File: config.mk
export PLATFORM = sky130hd
export DESIGN_NAME = match_sequencer_flat
export DESIGN_NICKNAME = d
export VERILOG_FILES = /design/src/rtl/match_sequencer_if.sv /design/src/rtl/match_sequencer.sv /design/src/flat_wrapper.sv
export SDC_FILE = /design/constraint.sdc
export NUM_CORES = 1
export LEC_CHECK = 0
export ABC_AREA = 1
export CAP_MARGIN = 40
export CORE_MARGIN = 2
export CORE_UTILIZATION = 49
export CTS_CLUSTER_SIZE = 28
export DETAILED_ROUTE_END_ITERATION = 10
export PLACE_DENSITY = 0.87
export REMOVE_ABC_BUFFERS = 1
export SYNTH_ARGS = -nofsm -noshare
export SYNTH_HDL_FRONTEND = slang
export SYNTH_SLANG_ARGS = --single-unit
File: constraint.sdc
create_clock -name clk -period 1.7 [get_ports clk]
set_clock_uncertainty 0.15 [all_clocks]
set_input_delay 0.34 -clock clk [delete_from_list [all_inputs] [get_ports clk]]
set_output_delay 0.34 -clock clk [all_outputs]
set_load 0.01 [all_outputs]
File: src/rtl/match_sequencer_if.sv
// Match sequencer bus: the per-frame/player event inputs and the game
// control/score outputs. The controller uses the slave modport; the
// surrounding datapath (or a bench) uses the master modport.
interface match_sequencer_if #(
  parameter int SCORE_W = 7
);
  // events into the sequencer
  logic               frame_tick;
  logic               start;
  logic               pause_req;
  logic               point_left;
  logic               point_right;
  // control and score out of the sequencer
  logic               game_reset;
  logic               ball_run;
  logic               racket_run;
  logic               serve_dir;
  logic [SCORE_W-1:0] score_left;
  logic [SCORE_W-1:0] score_right;
  logic [1:0]         winner;
  logic [2:0]         state;

  modport master (
    output frame_tick, start, pause_req, point_left, point_right,
    input  game_reset, ball_run, racket_run, serve_dir,
           score_left, score_right, winner, state
  );

  modport slave (
    input  frame_tick, start, pause_req, point_left, point_right,
    output game_reset, ball_run, racket_run, serve_dir,
           score_left, score_right, winner, state
  );
endinterface

File: src/rtl/match_sequencer.sv
// match_sequencer: pong match controller. Walks the game through
// idle -> serve countdown -> rally -> point hold -> (serve | game over),
// with a pause toggle during the rally. All outputs come straight from flops.
// Optional: define MATCH_DEUCE_EN to require a 2-point lead to win
// (saturated score still wins outright).
module match_sequencer #(
  parameter int WIN_SCORE    = 11,
  parameter int SERVE_FRAMES = 60,
  parameter int POINT_FRAMES = 90,
  parameter int SCORE_W      = 7
) (
  input  logic             clk,
  input  logic             reset,
  match_sequencer_if.slave bus
);

  typedef enum logic [2:0] {
    ST_IDLE  = 3'd0,
    ST_SERVE = 3'd1,
    ST_PLAY  = 3'd2,
    ST_POINT = 3'd3,
    ST_PAUSE = 3'd4,
    ST_OVER  = 3'd5
  } state_e;

  // one frame counter serves both countdowns, sized for the longer one
  localparam int CNT_MAX = (SERVE_FRAMES > POINT_FRAMES) ? SERVE_FRAMES : POINT_FRAMES;
  localparam int CNT_W   = (CNT_MAX > 1) ? $clog2(CNT_MAX) : 1;
  localparam logic [CNT_W-1:0]   SERVE_LOAD = CNT_W'(SERVE_FRAMES - 1);
  localparam logic [CNT_W-1:0]   POINT_LOAD = CNT_W'(POINT_FRAMES - 1);
  localparam logic [SCORE_W-1:0] SCORE_MAX  = '1;
  localparam logic [SCORE_W:0]   WIN_EXT    = (SCORE_W+1)'(WIN_SCORE);

  state_e             state_q, state_d;
  logic [CNT_W-1:0]   cnt_q, cnt_d;
  logic [SCORE_W-1:0] score_left_q, score_left_d;
  logic [SCORE_W-1:0] score_right_q, score_right_d;
  logic [1:0]         winner_q, winner_d;
  logic               serve_dir_q, serve_dir_d;
  logic               game_reset_q, game_reset_d;
  logic               ball_run_q, ball_run_d;
  logic               racket_run_q, racket_run_d;
  logic               start_prev_q, start_prev_d;

  logic               start_edge;
  logic [SCORE_W-1:0] scorer;
  logic               win_pt;

  assign start_edge = bus.start & ~start_prev_q;

  // Win check on the player who took the last point. serve_dir doubles as
  // "who scored": it points toward the loser, i.e. 1 after a left point.
`ifdef MATCH_DEUCE_EN
  logic [SCORE_W-1:0] opponent;
  always_comb begin
    scorer   = serve_dir_q ? score_left_q  : score_right_q;
    opponent = serve_dir_q ? score_right_q : score_left_q;
    win_pt   = (scorer == SCORE_MAX) ||
               (({1'b0, scorer} >= WIN_EXT) &&
                ({1'b0, scorer} >= ({1'b0, opponent} + (SCORE_W+1)'(2))));
  end
`else
  always_comb begin
    scorer = serve_dir_q ? score_left_q : score_right_q;
    win_pt = (scorer == SCORE_MAX) || ({1'b0, scorer} >= WIN_EXT);
  end
`endif

  // Next-state, counter, score and registered-output computation.
  always_comb begin
    state_d       = state_q;
    cnt_d         = cnt_q;
    score_left_d  = score_left_q;
    score_right_d = score_right_q;
    winner_d      = winner_q;
    serve_dir_d   = serve_dir_q;
    game_reset_d  = 1'b0;
    start_prev_d  = bus.start;

    case (state_q)
      ST_IDLE, ST_OVER: begin
        if (start_edge) begin
          score_left_d  = '0;
          score_right_d = '0;
          winner_d      = 2'b00;
          serve_dir_d   = 1'b1;
          cnt_d         = SERVE_LOAD;
          state_d       = ST_SERVE;
          game_reset_d  = 1'b1;
        end
      end
      ST_SERVE: begin
        if (bus.frame_tick) begin
          if (cnt_q == '0) state_d = ST_PLAY;
          else             cnt_d   = cnt_q - 1'b1;
        end
      end
      ST_PLAY: begin
        // left point beats right point, any point beats pause
        if (bus.point_left) begin
          score_left_d = (score_left_q == SCORE_MAX) ? score_left_q : score_left_q + 1'b1;
          serve_dir_d  = 1'b1;
          cnt_d        = POINT_LOAD;
          state_d      = ST_POINT;
        end else if (bus.point_right) begin
          score_right_d = (score_right_q == SCORE_MAX) ? score_right_q : score_right_q + 1'b1;
          serve_dir_d   = 1'b0;
          cnt_d         = POINT_LOAD;
          state_d       = ST_POINT;
        end else if (bus.pause_req) begin
          state_d = ST_PAUSE;
        end
      end
      ST_PAUSE: begin
        if (bus.pause_req) state_d = ST_PLAY;
      end
      ST_POINT: begin
        if (bus.frame_tick) begin
          if (cnt_q != '0) begin
            cnt_d = cnt_q - 1'b1;
          end else if (win_pt) begin
            winner_d = serve_dir_q ? 2'b01 : 2'b10;
            state_d  = ST_OVER;
          end else begin
            cnt_d        = SERVE_LOAD;
            state_d      = ST_SERVE;
            game_reset_d = 1'b1;
          end
        end
      end
      default: state_d = ST_IDLE;
    endcase

    // run enables follow the state being entered so they line up with it
    ball_run_d   = (state_d == ST_PLAY);
    racket_run_d = (state_d == ST_PLAY) || (state_d == ST_SERVE);
  end

  // State and output registers with synchronous reset.
  always_ff @(posedge clk) begin
    if (reset) begin
      state_q       <= ST_IDLE;
      cnt_q         <= '0;
      score_left_q  <= '0;
      score_right_q <= '0;
      winner_q      <= 2'b00;
      serve_dir_q   <= 1'b1;
      game_reset_q  <= 1'b0;
      ball_run_q    <= 1'b0;
      racket_run_q  <= 1'b0;
      start_prev_q  <= 1'b1;  // a button held through reset must be re-pressed
    end else begin
      state_q       <= state_d;
      cnt_q         <= cnt_d;
      score_left_q  <= score_left_d;
      score_right_q <= score_right_d;
      winner_q      <= winner_d;
      serve_dir_q   <= serve_dir_d;
      game_reset_q  <= game_reset_d;
      ball_run_q    <= ball_run_d;
      racket_run_q  <= racket_run_d;
      start_prev_q  <= start_prev_d;
    end
  end

  assign bus.state       = state_q;
  assign bus.game_reset  = game_reset_q;
  assign bus.ball_run    = ball_run_q;
  assign bus.racket_run  = racket_run_q;
  assign bus.serve_dir   = serve_dir_q;
  assign bus.score_left  = score_left_q;
  assign bus.score_right = score_right_q;
  assign bus.winner      = winner_q;

endmodule

File: src/flat_wrapper.sv
// flat-port wrapper written by rule: the top's interface ports become plain ports
module match_sequencer_flat 
#(
  parameter int WIN_SCORE    = 11,
  parameter int SERVE_FRAMES = 60,
  parameter int POINT_FRAMES = 90,
  parameter int SCORE_W      = 7
)
  (clk, reset, bus_frame_tick, bus_start, bus_pause_req, bus_point_left, bus_point_right, bus_game_reset, bus_ball_run, bus_racket_run, bus_serve_dir, bus_score_left, bus_score_right, bus_winner, bus_state);
  match_sequencer_if #(.SCORE_W(SCORE_W)) bus_i ();
  input  logic clk;
  input  logic reset;
  input wire logic [$bits(bus_i.frame_tick)-1:0] bus_frame_tick;
  input wire logic [$bits(bus_i.start)-1:0] bus_start;
  input wire logic [$bits(bus_i.pause_req)-1:0] bus_pause_req;
  input wire logic [$bits(bus_i.point_left)-1:0] bus_point_left;
  input wire logic [$bits(bus_i.point_right)-1:0] bus_point_right;
  output wire logic [$bits(bus_i.game_reset)-1:0] bus_game_reset;
  output wire logic [$bits(bus_i.ball_run)-1:0] bus_ball_run;
  output wire logic [$bits(bus_i.racket_run)-1:0] bus_racket_run;
  output wire logic [$bits(bus_i.serve_dir)-1:0] bus_serve_dir;
  output wire logic [$bits(bus_i.score_left)-1:0] bus_score_left;
  output wire logic [$bits(bus_i.score_right)-1:0] bus_score_right;
  output wire logic [$bits(bus_i.winner)-1:0] bus_winner;
  output wire logic [$bits(bus_i.state)-1:0] bus_state;
  assign bus_i.frame_tick = bus_frame_tick;
  assign bus_i.start = bus_start;
  assign bus_i.pause_req = bus_pause_req;
  assign bus_i.point_left = bus_point_left;
  assign bus_i.point_right = bus_point_right;
  assign bus_game_reset = bus_i.game_reset;
  assign bus_ball_run = bus_i.ball_run;
  assign bus_racket_run = bus_i.racket_run;
  assign bus_serve_dir = bus_i.serve_dir;
  assign bus_score_left = bus_i.score_left;
  assign bus_score_right = bus_i.score_right;
  assign bus_winner = bus_i.winner;
  assign bus_state = bus_i.state;
  match_sequencer #(.WIN_SCORE(WIN_SCORE), .SERVE_FRAMES(SERVE_FRAMES), .POINT_FRAMES(POINT_FRAMES), .SCORE_W(SCORE_W)) u_core (.clk(clk), .reset(reset), .bus(bus_i));
endmodule
---- Yosys cells after proc, flatten, opt, wreduce, memory -nomap -nowiden ----
Cells that the tools add are included.
W data, S select, Z words.
cells by class
  add/subtract/negate cells ............... 3
  $lt $le $gt $ge ......................... 1
  eq/ne operators ......................... 23
  multiplexer cells ....................... 44
  bitwise operators ....................... 2
  reduce and logical (&&, ||, !) cells .... 14
operators by type and width
  cell                   number
  $mux W7                15
  $mux W3                10
  $pmux W7 S2            2
  $pmux W7 S4            1
  $eq A7 B7 Y1 const B   3
  $ne A2 B2 Y1 const B   9
  $pmux W3 S5            1
  $add A7 B1 Y7 const B  2
  $mux W2                5
  $reduce_and A5 Y1      2
  $eq A3 B2 Y1 const B   3
  $ge A7 B4 Y1 const B   1
  $logic_not A7 Y1       1
  $mux W1                7
  $reduce_and A7 Y1      1
  $reduce_bool A7 Y1     1
  $sub A7 B1 Y7 const B  1
  $eq A3 B1 Y1 const B   2
  $eq A3 B3 Y1 const B   2
  $ne A3 B3 Y1 const B   2
  $ne A2 B1 Y1 const B   2
  $pmux W1 S2            2
  $pmux W2 S2            1
  $reduce_and A4 Y1      1
  other kinds (8)        10
word-level totals
  bits in registers ....................... 31

---- Longest topological paths before layout ----
Gate-level depths: netlist of the first run.
  depth in word-level cells ............... 9
  mapped depth ............................ 12

---- Least setup slack after synthesis of the first run ----
Ideal clock, no wire load.
  path kind ............................... register to register
  from .................................... register u_core.state_q[0], in the netlist u_core.bus.state[0]
  to ...................................... register u_core.cnt_q[6]
  setup time .............................. 0.113 ns
  arrival ................................. 1.412 ns
  data required time ...................... 1.437 ns
  slack ................................... 0.025 ns
  cell stages (with the launch flop) ...... 12
  buffers on the path ..................... 2
  cells stage by stage .................... dfxtp_1 -> buf_2 -> nand2_1 -> nand2_1 -> nand2_4 -> nor2_4 -> nand2_2 -> nor2_4 -> nand2_2 -> buf_6 -> nor2_1 -> nor2_1
between the ends
  longest elaborated chain between the ends .. 4
RTL lines
  element                                                       line                    text
  start: declaration                                            match_sequencer.sv:34   state_e state_q, state_d;
  start signal: assignment                                      match_sequencer.sv:153  state_q <= state_d;
  $eq A3 B3 Y1 or $logic_not A3 Y1 (tied branches)              match_sequencer.sv:80   case (state_q)
  $reduce_or A2 Y1                                              match_sequencer.sv:80
  $reduce_bool A4 Y1 (no line) or $ne A2 B1 Y1 (tied branches)  n/a
  $reduce_and A7 Y1 (no line)                                   n/a
  end signal: assignment                                        match_sequencer.sv:154  cnt_q <= cnt_d;
  end: declaration                                              match_sequencer.sv:35   logic [CNT_W-1:0] cnt_q, cnt_d;
Several ways; a longest one is shown, not always the timed one.
A chain may end at the register's enable or synchronous reset.

---- Worst setup path after layout of the first run ----
  from .................................... register u_core.score_right_q[5], in the netlist u_core.bus.score_right[5]
  to ...................................... register u_core.cnt_q[1]
between the ends
  longest elaborated chain between the ends .. 5
RTL lines
  element                                       line                    text
  start: declaration                            match_sequencer.sv:37   logic [SCORE_W-1:0] score_right_q, score_right_d;
  start signal: assignment                      match_sequencer.sv:156  score_right_q <= score_right_d;
  $mux W7 *                                     match_sequencer.sv:64   scorer = serve_dir_q ? score_left_q : score_right_q;
  $ge A7 B4 Y1 or $eq A7 B7 Y1 (tied branches)  match_sequencer.sv:65   win_pt = (scorer == SCORE_MAX) || ({1'b0, scorer} >= WIN_EXT);
  $logic_or A1 B1 Y1 *                          match_sequencer.sv:65
  $ne A3 B3 Y1 (no line) *                      n/a
  $reduce_and A7 Y1 (no line) *                 n/a
Every way passes the cells marked *; elsewhere a longest branch is shown, timed or not.

==> results of run 1 <==
==> stage by stage <==
stage	cell area (um^2)	util, %
after CTS	2790	69.8
after detailed placement	2700	67.5
after floorplan	2010	-
final	3050	76.2
after global routing	3050	76.2
after global placement	2700	67.5
==> cell usage after synthesis (all sizes together) <==
cell    number  area (um^2)
a21oi       22          114
clkinv       1         8.76
xor2         5         43.8
nand3b       2         15.0
nand3       31          188
ha           3         37.5
xnor2        2         17.5
nor2        50          238
clkbuf       2         17.5
buf          2         16.3
o21ai        9         45.0
dfxtp       31          621
o21bai       2         15.0
nand2      102          429
o211ai       1         7.51
nand4        8         65.1
nor3         5         25.0
inv         37          139
==> registers in the layout (all words and copies together) (netlist names) <==
signal	count
u_core.bus.score_left	7
u_core.bus.score_right	7
u_core.cnt_q	7
u_core.bus.state	3
u_core.bus.winner	2
u_core.bus.ball_run	1
u_core.bus.game_reset	1
u_core.bus.racket_run	1
u_core.bus.serve_dir	1
u_core.start_prev_q	1
==> final cells by class <==
| cell class | instances | area (um^2) |
|---|---|---|
| fill | 264 | 952 |
| clock inverter | 1 | 5.00 |
| multi-input combinational | 243 | 1410 |
| sequential | 31 | 652 |
| inverter | 38 | 150 |
| clock buffer | 6 | 82.6 |
| timing repair buffer | 79 | 691 |
| tap | 50 | 62.6 |
==> power by group <==
group | internal, W | switching (W)
sequential | 0.000761 | 0.0000376
clock | 0.000318 | 0.000293
combinational | 0.000286 | 0.000403
==> worst min path at each step <==
stage,endpoint,cells after the start,from,slack [ps]
2_1_floorplan,u_core.cnt_q[2],1,reset,250
3_3_place_gp,u_core.cnt_q[1],2,u_core.cnt_q[1],320
3_5_place_dp,u_core.cnt_q[1],2,u_core.cnt_q[1],340
4_1_cts,u_core.bus.score_right[6],2,u_core.bus.score_right[6],350
5_1_grt,u_core.start_prev_q,3,bus_start,160
6_report,u_core.start_prev_q,3,bus_start,130
==> worst max-delay path, cell delays in order (launching register included) <==
cell and delay (ps):
dfxtp_1 430, inv_1 130, nand2_1 100, nor2_1 50, nand2_1 180, nand4_4 200
buf_6 180, a21oi_1 150, nor2_1 70
==> per-layer routing <==
| metal | vias to the layer above | GRT usage, % | part of all wire, % |
|---|---|---|---|
| met3 | 41 | 5.19 | 8.4 |
| met1 | 1148 | 32.2 | 40 |
| met2 | 160 | 41.6 | 48 |
| met5 | - | 0 | 0 |
| li1 | 1174 | - | - |
| met4 | 0 | 11.5 | 4.3 |
==> repair_timing <==
| item | 4_1_cts | 5_1_grt |
|---|---|---|
| endpoints found under the setup margin | 34 | 30 |
| cloned | 0 | 1 |
| resized for setup | 27 | 68 |
| hold endpoints to repair | 0 | 0 |
| pin swaps | 0 | 23 |
| setup buffers | 0 | 5 |
==> kinds of logic after synthesis <==
kind of cell,count (synthesis)
compound gates,34
buf+inv,42
simple gates,198
xor+xnor,7
fa+ha+maj,3
flops,31
==> run summary, run 1 <==
The achievable clock frequency is 573 MHz, and the number of cell instances on the worst register-to-register path is 8. The number of antenna diodes in the final layout is 0. The final reports fail on setup timing. Buffers inserted during clock tree synthesis total 5.

Total of max-cap violations: 0. The combinational family with the most area after synthesis was simple AND/OR/NAND/NOR gates. The worst setup path is launched from a flip-flop. Global routing used 25.5% of the available tracks across all layers. The sum of negative setup slack came out at -74.7 ps. In the synthesized netlist, the number of instances is 315.

The final non-filler cell total is 448. The core region is 4000 um^2. VDD sags by at most 419 uV. The via count of the first global-routing pass came out at 2061. TritonCTS built the clock tree. The shortest clock period the worst path allows after layout is 1750 ps. The mapped cell area came out at 2040 um^2. Dividing the detail-routed wire length by the instance count gives 15.5 um.

CTS built an H-tree with a depth of 2. Endpoint type of the worst setup path: a flip-flop. Setup violations remaining at the end of the flow were counted as 2.

The count of pins over their slew limit is 0, and the number of hold buffers added after CTS is 0. Of the available clock period, the critical path in the final layout requires 103%. The first routing iteration left 218 violations.

The routed via count divided by cell count works out to 5.63. In this run, synthesis produced a sequential element count of 31. In this run the tool buffered the top-level ports with 29 buffer cells. The cell at the root of the clock tree is clkbuf_8.

The smallest hold slack was 133 ps. At the pin with the least slew margin, the transition time is 296 ps. Measured along the x axis, the die boundary spans 68.6 um. For this run the aggregate overflow at the end of global routing stands at 0. For the number of cells in the design after placement, the log shows 435.

The most critical setup path has its endpoint at u_core.cnt_q[1]. Setup repair after global routing could not meet its margin everywhere. For the site row count, the log shows 23. Capture point of the worst reg-to-reg path: u_core.cnt_q[1].

The tools report the initial antenna violation count as 0. In this run the deepest clock path goes through 2 buffers. Clock-pin slew was measured on the worst setup and hold paths at 70 ps. Detailed placement finished with a half-perimeter wire length of 4180 um. Number of nets with antenna violations after routing: 0. The flow ran to the end, but the final reports show violations. The die covers 4700 um^2.

The tools report the smallest setup slack after layout as -46.3 ps. The final-report hold violation count is 0, and the final weighted congestion of routability-driven global placement is 0.982. The mean instance size in the synthesized netlist is 6.48 um^2, and the data arrival time at the worst-slack endpoint is 1780 ps.

Dividing total power by cell area gives a power density of 688 nW/um^2. After detailed routing, the number of remaining DRC violations is 0. The die span in y came out at 68.6 um. Most common library cell in the layout ignoring fill and taps: nand2_1. The setup check on the worst reg-to-reg path leaves a slack of -50 ps. In the synthesized netlist, mux cells make up 0% of the area. Summing over every cut layer, the via total after detailed routing is 2523. Counting every sink on the clock net gives 31. The number of ports placed on the die boundary is 30, and the number of unique standard cell types used by synthesis is 31.

The synthesized netlist devotes 1.84% of its cell area to adder and majority cells. The run gives -302 ps as the post-place setup slack. The path class of the lowest-slack min-delay path was in -> reg. The tools report the leakage power total as 1.50 nW. From synthesis to final layout, the design area changed by 49.3%. After detailed routing, the total wire length is 6930 um.

The first global-routing pass estimated 8890 um of wire. The later pin in the worst-skew pair is clocked with a latency of 290 ps. The share of synthesized area occupied by flip-flops and latches came out at 30.4%.

Tracing the worst setup path back leads to its startpoint at u_core.bus.score_right[5]. Before antenna repair, the detailed router went through 5 iterations. By startpoint and endpoint, the worst setup path is classified as reg -> reg.

Leaving out fill and tap cells, the most frequent cells in the layout are nand2_1, buf_4, nor2_1. Measured against its own limit, the worst slew margin works out to 80.1%. For this run, the post-layout net count is 408. After layout, the design draws a total of 0.00210 W. The synthesized netlist devotes 47.0% of its cell area to simple gates.

The pin count of the biggest net entering global routing was 13. Summing the areas of all xor and xnor instances in the mapped netlist gives 3.00% of the synthesized area. For the worst setup path, the data required time is 1740 ps. Of the cells placed in the final design, the portion with a size suffix greater than 1 is 34.9%. Along the worst path, the maximum fanout reaches 5.

The startpoint identified for the worst register-to-register timing path is u_core.bus.score_right[5]. The area fraction in compound gates after synthesis was 8.88%; the warning count from the yosys run was 0. The starting density of the core was 51.0%.
No activity file was read; power rests on OpenSTA's default activity.
==> run 2, diff against run 1 <==
ABC_AREA = not set   (was 1)
CORE_UTILIZATION = 47   (was 49)
PLACE_DENSITY = 0.86   (was 0.87)
==> run 2 against run 1 <==
The run now fails in global routing. Synthesized cell count is 35% lower. Area after synthesis is 18% lower.
==> run summary, run 2 <==
The run stopped with a tool error. The stage at which the flow ended was global routing. The tool reported: "[ERROR GRT-0232] Routing congestion too high. Check the congestion heatmap in the GUI". The H-tree was split into 2 levels.

For the site row count, the log shows 21. For the initial antenna violation count, the log shows 1. Sorting the synthesized cells by area gives the leading types as dfxtp_1, nor2_1, nand2_1, a21oi_1, xnor2_1. The cell accounting for the most synthesized area is dfxtp_1. After global-route timing repair, the worst endpoint was u_core.cnt_q[1]$_SDFFE_PP0P_/D. The pin count of the biggest net entering global routing was 11. The total CTS buffers was 5; the count of buffers inserted at the top-level ports was 29. Measured along the x axis, the die boundary spans 63.8 um. Across every metal layer, demand over resource in global routing totals 69.2%.

The number of unique standard cell types used by synthesis was 50. The fraction of registers with async set/reset works out to 0%. For the sum of overflow across all layers after global routing, the log shows 20. The dominant cell by count in the synthesized netlist is dfxtp_1. Die span in y: 63.8 um.

Sorting the synthesized cells by how often they occur yields dfxtp_1, nor2_1, nand2_1, a21oi_1. The dominant synthesized flop cell was dfxtp_1. The congestion estimate from routability-driven global placement came to 0.861. After the last repair the worst path ends at a sequential cell input.

The tools report the area of placed instances as 2490 um^2. The mapped cell area is 1680 um^2. Clock tree synthesis found a total of 31 sinks. Cell at the root of the clock tree: clkbuf_4.

The number of ports placed on the die boundary was 30. The logs give 2 for the largest buffer count on any clock path and 204 for the synthesized instance count. After synthesis, flip-flops and latches occupy 36.9% of the total area. The average instance in the mapped netlist occupies 8.24 um^2.

During synthesis, Yosys emitted a total of 0 warnings. The HPWL after detailed placement was 3730 um; the starting density of the core was 49.6%. The number of synthesized flops with an enable pin is 0. Of the post-synthesis cell area, the dominant cell type holds 36.9%. The flip-flop and latch count after synthesis works out to 31.
==> run 2: changes by cell type after synthesis, moves of 6 or more <==
cell and delta:
nand3_1 -19, nand2_2 -6, and3_1 +6, inv_1 -26
a21oi_1 -6, nand2b_1 +6, nor2_1 -16, nand2_1 -72
==> run 2: what timing repair did <==
item	in CTS
cloned	3
setup endpoints to repair	50
hold buffers	0
gates resized for setup	113
pin swaps	41
buffers inserted	14
==> run 2: cells by family after synthesis <==
logic type / Yosys count / synth area share [%]
AOI/OAI and AO/OA: 40 / 17.1
xor gates and xnor gates: 13 / 6.77
adders and majority gates: 3 / 2.23
buffers and inverters: 15 / 4.02
DFF: 31 / 36.9
muxes: 1 / 0.595
and+or+nand+nor: 101 / 32.4
==> run 2: metrics by stage <==
| step | util, % | hold WS [ps] | cells | setup slack, ps | setup TNS [ps] |
|---|---|---|---|---|---|
| CTS | 86.7 | 226 | 360 | -204 | -2020 |
| detailed placement | 73.4 | 331 | 336 | -770 | -17830 |
| global placement | 73.4 | 308 | 336 | -702 | -16550 |
| floorplan | - | 259 | 196 | -249 | -4060 |
==> run 2: layer usage <==
| metal | GRT overflow | global-route usage, % |
|---|---|---|
| met5 | 0 | 4.17 |
| met4 | 12 | 72.3 |
| met3 | 0 | 49.1 |
| met2 | 8 | 90.1 |
| met1 | 0 | 68.0 |
==> run 3, diff against run 2 <==
CORE_UTILIZATION = 36   (was 47)
CTS_CLUSTER_SIZE = not set   (was 28)
PLACE_DENSITY = not set   (was 0.86)
PLACE_DENSITY_LB_ADDON = 0.15   (was not set)
clock period = 2.2 ns   (was 1.7 ns; I/O delays follow)
==> run 3 against run 2 <==
The run now ends clean. Area after synthesis is the same. Synthesized cell count unchanged.
==> run summary, run 3 <==
The number of antenna diodes in the final layout is 0. Leaving out filler cells and counting taps, the final layout contains 315. Relative to the synthesized area, the layout overhead comes to 42.6%. After synthesis, the cell types taking the most area are dfxtp_1, nor2_1, nand2_1, a21oi_1, xnor2_1. Setup violations remaining at the end of the flow were counted as 0.

The clock tree synthesis step divided the H-tree into 2 levels. In this run the vertical extent of the chip is 72.3 um. The count of nets left with antenna violations once routing finished came out at 0. The region available for standard cell placement spans 4410 um^2.

The flow ran to the end, and the final reports show no timing, DRC or antenna violations. The dominant synthesized flop cell is dfxtp_1. The overall routing resource usage was 16.7%. For the largest buffer count on any clock path, the log shows 2. The shortest clock period the worst path allows after layout was 2090 ps; the site row count was 24. The top cell type's share of synthesized area came out at 36.9%. Yosys instantiated no cell more often than dfxtp_1. The run gives 31 as the number of sinks driven by the clock tree. The synthesized design contains 0 enable-type register cells.

The number of unique standard cell types used by synthesis is 50, and the clock latency reported for the late side of the worst-skew pair is 280 ps. In this run, CTS created clock tree buffers numbering 5. The final-report hold violation count is 0, and the worst slew margin relative to its limit is 64.6%.

Yosys printed 0 warnings. In this run the static leakage power is 0.947 nW. The worst-case IR drop observed on VDD is 428 uV. The dominant delay contributor by cell family on the critical path was buffers and inverters. After filler insertion, the fill cell instance count of the layout stands at 420. Traced cell by cell, the critical path runs through clkdlybuf4s50_1 > nor2_1 > or4_4 > a2bb2oi_4 > clkbuf_16 > a21bo_2 > a21oi_1. The total of max-cap violations is 0, and the number of hold buffers added after CTS is 0. The logs give 2220 ps for the data required time at the worst endpoint and 1617 for the routed via count.

The initial antenna violation count was 0; the number of cells in the design after placement was 305. The flip-flop and latch count after synthesis is 31. TritonCTS built the clock tree. The count of pins over their slew limit is 0, and the number of search-and-repair iterations in the first detailed-routing pass is 4. The congestion estimate from routability-driven global placement came to 0.784. In this run the clock root is driven by a clkbuf_8. At the pin with the least slew margin, the transition time is 525 ps. From left edge to right edge, the die measures 72.3 um. The sum of overflow across all layers after global routing was 0; the clock-pin slew on the worst setup and hold paths was 60 ps. The initial utilization of the core area, before any placement, comes to 38.1%.

The sum of negative setup slack was 0 ps. The average instance in the mapped netlist occupies 8.24 um^2. The via count of the first global-routing pass was 1492; the largest stage delay on the critical path was 580 ps. dfxtp_1 takes more of the synthesized area than any other cell.

The worst setup path is captured at a flip-flop. Synthesis handed over a netlist of 204 instances. After synthesis, the share of flip-flops with an asynchronous set or reset is 0%.

The tools report the wire length of the first global-routing pass as 6880 um. The slowest library cell on the worst path was clkdlybuf4s50_1. In the routed layout, each cell is associated on average with a via count of 5.13. Entering global routing, the biggest net connects 13 pins. The share of the clock period used by the worst path after layout is 95.1%, and the number of ports placed on the die boundary is 30. Leaving out fill and tap cells, the most frequent cell in the layout is dfxtp_1. Leaving out fill and tap cells, the most frequent cells in the layout are dfxtp_1, clkdlybuf4s50_1, buf_4.

For this run, the top clock speed supported by timing is 478 MHz. The run gives 272 as the final net count. Of all nets on the critical path, the largest fanout is 6. The critical path is of the in -> reg type. Counting both buffers and inverters, the worst setup path holds a total of 2. Sum of routed wire length over all layers: 4000 um. The die covers 5230 um^2. The first-iteration detailed-routing DRC count was 68.

Fraction of layout cells with a size suffix above 1: 18.6%. The count of buffers inserted at the top-level ports came out at 29. The tools report the type of element launching the critical path as an input port. The HPWL after detailed placement came out at 2940 um.

For the worst setup path, the data arrival time is 2110 ps. The share of synthesized area occupied by flip-flops and latches is 36.9%, and the mapped cell area is 1680 um^2. In the final routed layout, each cell accounts on average for 12.7 um. Sorting the synthesized cells by how often they occur yields dfxtp_1, nor2_1, nand2_1, a21oi_1.

In the routed design, unresolved DRC markers number 0. The power density over cell area is 626 nW/um^2. Path class of the lowest-slack min-delay path: in -> reg.
## run 3: cell counts after synthesis
Identical to the previous run, type by type.
## run 3: power breakdown
| part | internal [W] | switching, W |
|---|---|---|
| combinational | 0.000171 | 0.000148 |
| clock | 0.000366 | 0.000211 |
| sequential | 0.000583 | 0.0000210 |
| total | 0.00112 | 0.000380 |
## run 3: logic make-up after synthesis
group | after synthesis | share of synthesized area (%)
mux | 1 | 0.595
flops | 31 | 36.9
simple gates | 101 | 32.4
fa+ha+maj | 3 | 2.23
buf+inv | 15 | 4.02
xor+xnor | 13 | 6.77
compound gates | 40 | 17.1
## run 3: worst paths after layout
check,from,endpoint,slack [ps],cells past startpoint
max,bus_frame_tick,u_core.cnt_q[3],110,7
min,bus_start,u_core.start_prev_q,280,2
max reg2reg,u_core.cnt_q[0],u_core.cnt_q[3],150,10
min reg2reg,u_core.bus.winner[0],u_core.bus.winner[0],320,2
## run 3: area by class of cell
type / count / area [um^2] / share of cell area [%]
multi-input cells: 158 / 1010 / 42.0
flip-flops and latches: 31 / 621 / 25.9
repair buffers: 59 / 561 / 23.4
clock buffers: 6 / 82.6 / 3.44
well taps: 52 / 65.1 / 2.71
clock inverters: 2 / 35.0 / 1.46
inverters: 7 / 26.3 / 1.10
## run 3: metrics by stage
step,hold WS [ps],power (W),instance area [um^2],setup slack [ps],utilization [%]
after floorplan,315,0.000785,1640,251,-
after global placement,319,0.000910,2220,-314,50.3
after detailed placement,321,0.000910,2220,-358,50.3
after CTS,331,0.00151,2360,6.85,53.4
after global routing,265,0.00159,2400,-3.25,54.3
final,275,0.00150,2400,108,54.3
## run 3: what timing repair did
action	4_1_cts	5_1_grt
gates resized for setup	0	4
setup endpoints to repair	6	13
pin swaps	1	4
setup buffers	1	0
gates cloned	0	1
## run 3: layer usage
layer  track usage (%)  part of all wire (%)
met3              4.31                   6.0
met1              23.4                    50
met4              5.03                   1.6
met2              25.2                    42
met5                 0                     0
